### config.mk
export PLATFORM = sky130hd
export DESIGN_NAME = pipeline_ctrl_flat
export DESIGN_NICKNAME = d
export VERILOG_FILES = /design/src/rtl/pipeline_ctrl_if.sv /design/src/rtl/pipeline_ctrl.sv /design/src/flat_wrapper.sv
export SDC_FILE = /design/constraint.sdc
export NUM_CORES = 1
export LEC_CHECK = 0
export BUFFER_PORTS_ARGS = -buffer_cell sky130_fd_sc_hd__buf_2
export CORE_MARGIN = 1.5
export CORE_UTILIZATION = 35
export CTS_BUF_LIST = sky130_fd_sc_hd__clkbuf_8 sky130_fd_sc_hd__clkbuf_16
export DETAILED_ROUTE_END_ITERATION = 7
export PLACE_DENSITY = 0.71
export SKIP_CTS_REPAIR_TIMING = 1
export SLEW_MARGIN = 10
export SYNTH_ARGS = -nofsm -noshare
export SYNTH_HDL_FRONTEND = slang
export SYNTH_SLANG_ARGS = --single-unit
### constraint.sdc
create_clock -name clk -period 1.95 [get_ports clk]
set_input_delay 0.0975 -clock clk [delete_from_list [all_inputs] [get_ports clk]]
set_output_delay 0.0975 -clock clk [all_outputs]
set_load 0.05 [all_outputs]
### src/rtl/pipeline_ctrl_if.sv
// Bundle between the pipeline controller and the stages it steers: stall requests,
// commit-point status in, pause/flush/redirect out.
interface pipeline_ctrl_if #(
  parameter int unsigned PAUSE_WIDTH = 8
);
  logic [4:0]             pause_req;
  logic                   mem_valid;
  logic [5:0]             mem_is_exception;
  logic [31:0]            mem_pc;
  logic                   mem_is_ertn;
  logic                   mem_is_idle;
  logic                   interrupt_pending;
  logic [31:0]            csr_eentry;
  logic [31:0]            csr_era;
  logic                   ex_branch_mispredict;
  logic [31:0]            ex_branch_target;
  logic [PAUSE_WIDTH-1:0] pause;
  logic                   exception_flush;
  logic                   branch_flush;
  logic                   new_pc_valid;
  logic [31:0]            new_pc;
  logic                   is_interrupt;
  logic                   idle_state;

  modport master (
    input  pause_req, mem_valid, mem_is_exception, mem_pc, mem_is_ertn, mem_is_idle,
           interrupt_pending, csr_eentry, csr_era, ex_branch_mispredict, ex_branch_target,
    output pause, exception_flush, branch_flush, new_pc_valid, new_pc, is_interrupt,
           idle_state
  );

  modport slave (
    output pause_req, mem_valid, mem_is_exception, mem_pc, mem_is_ertn, mem_is_idle,
           interrupt_pending, csr_eentry, csr_era, ex_branch_mispredict, ex_branch_target,
    input  pause, exception_flush, branch_flush, new_pc_valid, new_pc, is_interrupt,
           idle_state
  );
endinterface

### src/rtl/pipeline_ctrl.sv
// Pipeline controller: merges stall requests into the pause vector and sequences
// commit-point redirects (interrupt, exception, ertn, idle) and branch mispredict flushes.
module pipeline_ctrl #(
  parameter logic [31:0] PC_RESET    = 32'h1c000000,
  parameter int unsigned PAUSE_WIDTH = 8
) (
  input  logic                  clk,
  input  logic                  rst,
  pipeline_ctrl_if.master       bus
);

  localparam logic [1:0] StRun   = 2'd0;
  localparam logic [1:0] StFlush = 2'd1;
  localparam logic [1:0] StIdle  = 2'd2;

  logic [1:0]  state_q, state_d;
  logic        exception_flush_q, exception_flush_d;
  logic        branch_flush_q, branch_flush_d;
  logic        new_pc_valid_q, new_pc_valid_d;
  logic [31:0] new_pc_q, new_pc_d;
  logic        is_interrupt_q, is_interrupt_d;

  logic [4:0]             req;
  logic [PAUSE_WIDTH-1:0] pause_c;
  logic                   commit_ok;
  logic                   mem_exc;
  logic                   commit_event;

  // pause_req packs {if, id, dispatch, ex, mem} from MSB to LSB.
  assign req = bus.pause_req;

  always_comb begin
    pause_c    = '0;
    pause_c[0] = |req;
    pause_c[1] = |req;
    pause_c[2] = |req[3:0];
    pause_c[3] = |req[2:0];
    pause_c[4] = |req[1:0];
    pause_c[5] = req[0];
    if (state_q == StIdle) pause_c[1:0] = 2'b11;
    if (exception_flush_q) pause_c = '0;
  end

  assign commit_ok    = (state_q == StRun) && bus.mem_valid && !req[0];
  assign mem_exc      = |bus.mem_is_exception;
  assign commit_event = commit_ok &&
                        (bus.interrupt_pending || mem_exc || bus.mem_is_ertn || bus.mem_is_idle);

  always_comb begin
    state_d           = state_q;
    exception_flush_d = 1'b0;
    branch_flush_d    = 1'b0;
    new_pc_valid_d    = 1'b0;
    new_pc_d          = new_pc_q;
    is_interrupt_d    = 1'b0;
    unique case (state_q)
      StRun: begin
        if (commit_event) begin
          exception_flush_d = 1'b1;
          new_pc_valid_d    = 1'b1;
          state_d           = StFlush;
          if (bus.interrupt_pending) begin
            new_pc_d       = bus.csr_eentry;
            is_interrupt_d = 1'b1;
          end else if (mem_exc) begin
            new_pc_d = bus.csr_eentry;
          end else if (bus.mem_is_ertn) begin
            new_pc_d = bus.csr_era;
          end else begin
            new_pc_d = bus.mem_pc + 32'd4;
            state_d  = StIdle;
          end
        end else if (bus.ex_branch_mispredict && !req[1]) begin
          // Younger than any commit event, so only taken when none fires.
          branch_flush_d = 1'b1;
          new_pc_valid_d = 1'b1;
          new_pc_d       = bus.ex_branch_target;
        end
      end
      StFlush: state_d = StRun;
      StIdle: begin
        if (bus.interrupt_pending) begin
          exception_flush_d = 1'b1;
          new_pc_valid_d    = 1'b1;
          new_pc_d          = bus.csr_eentry;
          is_interrupt_d    = 1'b1;
          state_d           = StFlush;
        end
      end
      default: state_d = StRun;
    endcase
  end

  always_ff @(posedge clk) begin
    if (rst) begin
      state_q           <= StRun;
      exception_flush_q <= 1'b0;
      branch_flush_q    <= 1'b0;
      new_pc_valid_q    <= 1'b0;
      new_pc_q          <= PC_RESET;
      is_interrupt_q    <= 1'b0;
    end else begin
      state_q           <= state_d;
      exception_flush_q <= exception_flush_d;
      branch_flush_q    <= branch_flush_d;
      new_pc_valid_q    <= new_pc_valid_d;
      new_pc_q          <= new_pc_d;
      is_interrupt_q    <= is_interrupt_d;
    end
  end

  assign bus.pause           = pause_c;
  assign bus.exception_flush = exception_flush_q;
  assign bus.branch_flush    = branch_flush_q;
  assign bus.new_pc_valid    = new_pc_valid_q;
  assign bus.new_pc          = new_pc_q;
  assign bus.is_interrupt    = is_interrupt_q;
  assign bus.idle_state      = (state_q == StIdle);

endmodule

### src/flat_wrapper.sv
// flat-port wrapper written by rule: the top's interface ports become plain ports
module pipeline_ctrl_flat 
#(
  parameter logic [31:0] PC_RESET    = 32'h1c000000,
  parameter int unsigned PAUSE_WIDTH = 8
)
  (clk, rst, bus_pause_req, bus_mem_valid, bus_mem_is_exception, bus_mem_pc, bus_mem_is_ertn, bus_mem_is_idle, bus_interrupt_pending, bus_csr_eentry, bus_csr_era, bus_ex_branch_mispredict, bus_ex_branch_target, bus_pause, bus_exception_flush, bus_branch_flush, bus_new_pc_valid, bus_new_pc, bus_is_interrupt, bus_idle_state);
  pipeline_ctrl_if #(.PAUSE_WIDTH(PAUSE_WIDTH)) bus_i ();
  input  logic clk;
  input  logic rst;
  input wire logic [$bits(bus_i.pause_req)-1:0] bus_pause_req;
  input wire logic [$bits(bus_i.mem_valid)-1:0] bus_mem_valid;
  input wire logic [$bits(bus_i.mem_is_exception)-1:0] bus_mem_is_exception;
  input wire logic [$bits(bus_i.mem_pc)-1:0] bus_mem_pc;
  input wire logic [$bits(bus_i.mem_is_ertn)-1:0] bus_mem_is_ertn;
  input wire logic [$bits(bus_i.mem_is_idle)-1:0] bus_mem_is_idle;
  input wire logic [$bits(bus_i.interrupt_pending)-1:0] bus_interrupt_pending;
  input wire logic [$bits(bus_i.csr_eentry)-1:0] bus_csr_eentry;
  input wire logic [$bits(bus_i.csr_era)-1:0] bus_csr_era;
  input wire logic [$bits(bus_i.ex_branch_mispredict)-1:0] bus_ex_branch_mispredict;
  input wire logic [$bits(bus_i.ex_branch_target)-1:0] bus_ex_branch_target;
  output wire logic [$bits(bus_i.pause)-1:0] bus_pause;
  output wire logic [$bits(bus_i.exception_flush)-1:0] bus_exception_flush;
  output wire logic [$bits(bus_i.branch_flush)-1:0] bus_branch_flush;
  output wire logic [$bits(bus_i.new_pc_valid)-1:0] bus_new_pc_valid;
  output wire logic [$bits(bus_i.new_pc)-1:0] bus_new_pc;
  output wire logic [$bits(bus_i.is_interrupt)-1:0] bus_is_interrupt;
  output wire logic [$bits(bus_i.idle_state)-1:0] bus_idle_state;
  assign bus_i.pause_req = bus_pause_req;
  assign bus_i.mem_valid = bus_mem_valid;
  assign bus_i.mem_is_exception = bus_mem_is_exception;
  assign bus_i.mem_pc = bus_mem_pc;
  assign bus_i.mem_is_ertn = bus_mem_is_ertn;
  assign bus_i.mem_is_idle = bus_mem_is_idle;
  assign bus_i.interrupt_pending = bus_interrupt_pending;
  assign bus_i.csr_eentry = bus_csr_eentry;
  assign bus_i.csr_era = bus_csr_era;
  assign bus_i.ex_branch_mispredict = bus_ex_branch_mispredict;
  assign bus_i.ex_branch_target = bus_ex_branch_target;
  assign bus_pause = bus_i.pause;
  assign bus_exception_flush = bus_i.exception_flush;
  assign bus_branch_flush = bus_i.branch_flush;
  assign bus_new_pc_valid = bus_i.new_pc_valid;
  assign bus_new_pc = bus_i.new_pc;
  assign bus_is_interrupt = bus_i.is_interrupt;
  assign bus_idle_state = bus_i.idle_state;
  pipeline_ctrl #(.PC_RESET(PC_RESET), .PAUSE_WIDTH(PAUSE_WIDTH)) u_core (.clk(clk), .rst(rst), .bus(bus_i));
endmodule
Word-level counts from Yosys, hierarchy flattened
Index checks and enable logic that the tools add are counted.

Eq/ne operators: 4. Bitwise operators: 1. $add $sub $neg: 1. Reduce and logical (&&, ||, !) cells: 19. Mux-type cells: 23.

Operators with widths (number): $mux W32 (6); $pmux W32 S2 (1); $add A32 B3 Y32 const B (1); $mux W2 (6); $mux W6 (1); $pmux W1 S2 (3); $reduce_or A3 Y1 (2); $reduce_or A6 Y1 (1); $mux W1 (5); $reduce_or A5 Y1 (1); $logic_and A1 B1 Y1 (4); $pmux W2 S2 (1); $reduce_or A4 Y1 (1); $logic_or A1 B1 Y1 (3); $ne A3 B2 Y1 const B (1); $reduce_and A3 Y1 (1); $eq A2 B2 Y1 const B (1); $logic_not A1 Y1 (2); $logic_not A2 Y1 (1); $ne A2 B1 Y1 const B (1); $ne A2 B2 Y1 const B (1); $reduce_and A2 Y1 (1); $reduce_bool A2 Y1 (1); $reduce_or A2 Y1 (1); $not A1 Y1 (1).

Bits of input ports: 146. Flip-flop bits (word level): 38.

Logic depth before layout (Yosys ltp)
Word-level depth: 7. Depth in mapped cells: 9. Gate-level depth less buffers: 7.

Least setup slack after synthesis
Ideal clock, no wire load.

Kind: register to output. From: reg u_core.state_q[1]. To: out bus_pause[1]. Required time: 1.852 ns. Setup slack: -0.654 ns. Data arrival time: 2.507 ns. Stages on the path, launching flop included: 7. Path through: dfxtp_1 -> nand2b_1 -> inv_1 -> clkbuf_1 -> nor2_1 -> a21oi_1 -> buf_4.

Word-level cells in the longest chain between the ends: 3.

RTL lines: start: declaration (RTL line pipeline_ctrl.sv:16) `logic [1:0] state_q, state_d;`; start signal: assignment (RTL line pipeline_ctrl.sv:96) `state_q <= StRun;`; start signal: assignment (RTL line pipeline_ctrl.sv:103) `state_q <= state_d;`; $eq A2 B2 Y1; via bus_idle_state (RTL line flat_wrapper.sv:28) `output wire logic [$bits(bus_i.idle_state)-1:0] bus_idle_state;`; $mux W2 (RTL line pipeline_ctrl.sv:40) `if (state_q == StIdle) pause_c[1:0] = 2'b11;`; $mux W6 (RTL line pipeline_ctrl.sv:41) `if (exception_flush_q) pause_c = '0;`; end: declaration (RTL line flat_wrapper.sv:22) `output wire logic [$bits(bus_i.pause)-1:0] bus_pause;`.

The timed path passes the listed nets, and every way through them passes these cells.

Worst setup path after layout
From: reg u_core.state_q[0]. To: reg u_core.new_pc_q[31] (netlist: u_core.bus.new_pc[31]).

Word-level cells in the longest chain between the ends: 6. Elaborated cells on any way between the ends: 11. Those cells by class: 3 x eq/ne; 2 x mux; 6 x reduce/logical.

RTL lines: $logic_not A2 Y1 (RTL line pipeline_ctrl.sv:44, pipeline_ctrl.sv:56); $logic_and A1 B1 Y1 (2 in a row) (RTL line pipeline_ctrl.sv:44) `assign commit_ok = (state_q == StRun) && bus.mem_valid && !req[0];`; $logic_and A1 B1 Y1 (RTL line pipeline_ctrl.sv:46) `assign commit_event = commit_ok &&`; $ne A3 B2 Y1 (no source line) / $mux W32 (equally long branches); $reduce_and A3 Y1 (no source line) / $pmux W32 S2 (equally long branches); end signal: assignment (RTL line pipeline_ctrl.sv:107) `new_pc_q <= new_pc_d;`; end: declaration (RTL line pipeline_ctrl.sv:20) `logic [31:0] new_pc_q, new_pc_d;`.

Several ways; a longest one is shown, not always the timed one. A chain may end at the register's enable or synchronous reset.

==> summary.md <==
| Metric | Value |
|---|---|
| Port Buffers | `188` |
| Synth Instances | `between 400 and 500` |
| Max clock buf depth | `2` |
| EDFF count, synth | `0` |
| Pre-antenna DRT Iters | `4` |
| Yosys warnings | `0` |
| Largest area contributor in the netlist | `dfxtp_1` |
| Post-DP HPWL | `roughly 11 mm` |
| Worst setup path class | `reg2reg` |
| Largest net degree at the start of global routing | `26` |
| Fillcell total | `831` |
| Worst Hold Class | `in2reg` |
| Hold path startpoint | `bus_ex_branch_target[21]` |
| Startpoint Class | `flip-flop` |
| Final ANT Viol Nets | `0` |
| H-tree levels | `2` |
| Fin Clk Skew | `0.00544 ns` |
| Critical Path AT | `2.23 ns` |
| CTS tree | `done` |
| RR Startpoint | `u_core.state_q[0]` |
| CORE AREA | `8260 µm²` |
| Clock Sinks | `38` |
| Most used routing layer | `met2` |
| Crit. End Element | `flip-flop` |
| Avg Synthesized Cell Area | `7.26 µm²` |
| FP Rows | `33` |
| Failing checks | `negative setup slack` |
| CTS clk-pin slew, worst paths | `0.08 ns` |
| DR vias | `roughly 4,300` |
| Post-synth top flop | `dfxtp_1` |
| Residual DRC count | `0` |
| Cell area after synthesis | `2990 µm²` |
| Nets | `about 790` |
| Seq/Total Area, Yosys | `25.4%` |
| CP required | `2.14 ns` |
| Synth top area cells | `dfxtp_1, nor2_1, a21oi_1` |
| RSZ-0062 raised after global routing | `true` |
| Inserted Diodes | `0` |
| Met3 Track Usage GR | `3.75%` |
| First-pass GRT wire length | `approximately 19 mm` |
| Vias in the first global route | `3,989` |
| GRT overflow | `0` |
| GR Util met1 | `34.5%` |
| Pwr Total | `between 2000 and 2500 µW` |
| Final Hold Viols | `0` |
| Initial Util | `about 36%` |
| Leak | `0.00213 µW` |
| Final Max Slew Viols | `0` |
| Post-synth top area share | `25.4%` |
| Met2 GRT Util | `46.3%` |
| Share of cells above drive strength 1 | `44.7%` |
| Fin crit share | `105%` |
| Setup crit start | `u_core.state_q[0]` |
| Most common cell after layout, fill and taps aside | `buf_2` |
| Setup WS post-layout | `-0.0882 ns` |
| Die width | `95.5 µm` |
| Status | `finished with violations` |
| CTS root buf | `clkbuf_8` |
| Final setup vio count | `13` |
| IO Pins | `191` |
| Pwr dens | `around 520 nW/µm²` |
| Gr usage total | `27.3%` |
| Routed wire per std cell | `17.2 µm` |
| Yosys reg bits | `38` |
| Fmax | `491 MHz` |
| WL final | `roughly 13 mm` |
| Die ar. | `9110 µm²` |
| Via density | `around 5.7` |
| Worst slack at placement | `-0.153 ns` |
| GP Congestion | `approximately 0.96` |
| Fin crit period | `2.04 ns` |
| Sum Neg Setup Slack | `-0.435 ns` |
| Height of the chip | `95.5 µm` |
| Initial antenna violation count | `0` |
| 1st-iter DRT viols | `303` |
| Crit Path Max Fanout | `5` |
| Post-synth ARST share | `0%` |
| Synth unique cells | `between 50 and 60` |
| CTS Buf Count | `5` |
| Peak VDD IR | `0.261 mV` |
| Clk_lat worst skew | `~0.29 ns` |
| Leading cell types in the layout, fill and taps excluded | `buf_2, buf_4, nor2_1` |
| Max_cap viols | `0` |
| Area Growth Syn to Fin | `56.0%` |
-- cell families (layout without fill, tap and decap cells) --
family,Yosys count,count (layout),synth area share (%)
AND/OR/NAND/NOR,173,173,28.8
AO/OA/AOI/OAI,134,134,30.6
flip-flops,38,38,25.4
buffers and inverters,33,265,4.85
XOR/XNOR,25,25,7.32
multiplexers,7,7,2.42
adder cells (fa/ha/maj),1,1,0.418
other,1,2,0.125
-- area by class of cell --
class	count	area [µm²]	share of cell area, %
Inverter	9	33.8	0.724
Sequential cell	38	763	16.3
Tap cell	105	131	2.81
Timing Repair Buffer	250	1450	31.1
Clock buffer	6	82.6	1.77
Multi-Input combinational cell	342	2210	47.3
-- state kept, by name, indices dropped and copies added (netlist names) --
| name | flops |
|---|---|
| u_core.bus.new_pc_valid | 1 |
| u_core.bus.new_pc | 32 |
| u_core.bus.exception_flush | 1 |
| u_core.bus.branch_flush | 1 |
| u_core.bus.is_interrupt | 1 |
| u_core.state_q | 2 |
-- worst paths after layout --
kind,endpoint,slack [ns],cells past startpoint
worst min-delay path,u_core.bus.new_pc[21],0.04,3
worst max register to register,u_core.bus.new_pc[31],-0.09,8
worst min register to register,u_core.bus.new_pc[20],0.45,2
worst max-delay path,u_core.bus.new_pc[31],-0.09,8
-- synth_stat cells (all sizes together) (2+ instances only) --
| master | number |
|---|---|
| nor2 | 49 |
| dfxtp | 38 |
| nand2 | 36 |
| a21oi | 28 |
| o21ai | 23 |
| nand3 | 22 |
| xnor2 | 16 |
| a22oi | 15 |
| clkbuf | 15 |
| nor3 | 15 |
| a211oi | 13 |
| nand4 | 13 |
| o22ai | 10 |
| buf | 9 |
| inv | 9 |
| o31ai | 9 |
| xor2 | 9 |
| o211ai | 7 |
| nor4 | 6 |
| mux2i | 5 |
| nor2b | 5 |
| or3 | 5 |
| and2 | 4 |
| a21o | 3 |
| a221oi | 3 |
| a222oi | 3 |
| a2bb2oi | 3 |
| and3 | 3 |
| and4 | 3 |
| or4 | 3 |
| a311oi | 2 |
| a31oi | 2 |
| mux2 | 2 |
| nand2b | 2 |
| nor4b | 2 |
| o32ai | 2 |
| o41ai | 2 |
-- per-layer routing --
metal,vias to the layer above,routed length (µm)
met5,-,0
met4,0,374
met3,32,1140
met2,230,6090
met1,1979,5270
li1,2032,-
-- per-stage QoR --
stage / cells / cell area [µm²] / util (%) / hold WS [ns]
6_report: 750 / 4670 / 56.5 / 0.0414
5_1_grt: 750 / 4670 / 56.5 / 0.0408
4_1_cts: 743 / 4480 / 54.2 / 0.0365
3_5_place_dp: 737 / 4390 / 53.2 / 0.334
3_3_place_gp: 737 / 4390 / 53.2 / 0.321
2_1_floorplan: 413 / 3020 / - / 0.219
-- critical path: stages (launching register included) --
cell and delay, ns:
dfxtp_2 0.32, or4b_4 0.53, a31oi_4 0.20, o31a_1 0.19, buf_4 0.12, buf_6 0.13
mux2i_1 0.18, o22ai_1 0.10, a21o_1 0.17
-- power by group --
part / internal [µW] / switching (µW)
logic: 377 / 622
clock network: 274 / 289
registers: 840 / 34.0
Note: power is estimated with default switching activity, not from simulation.
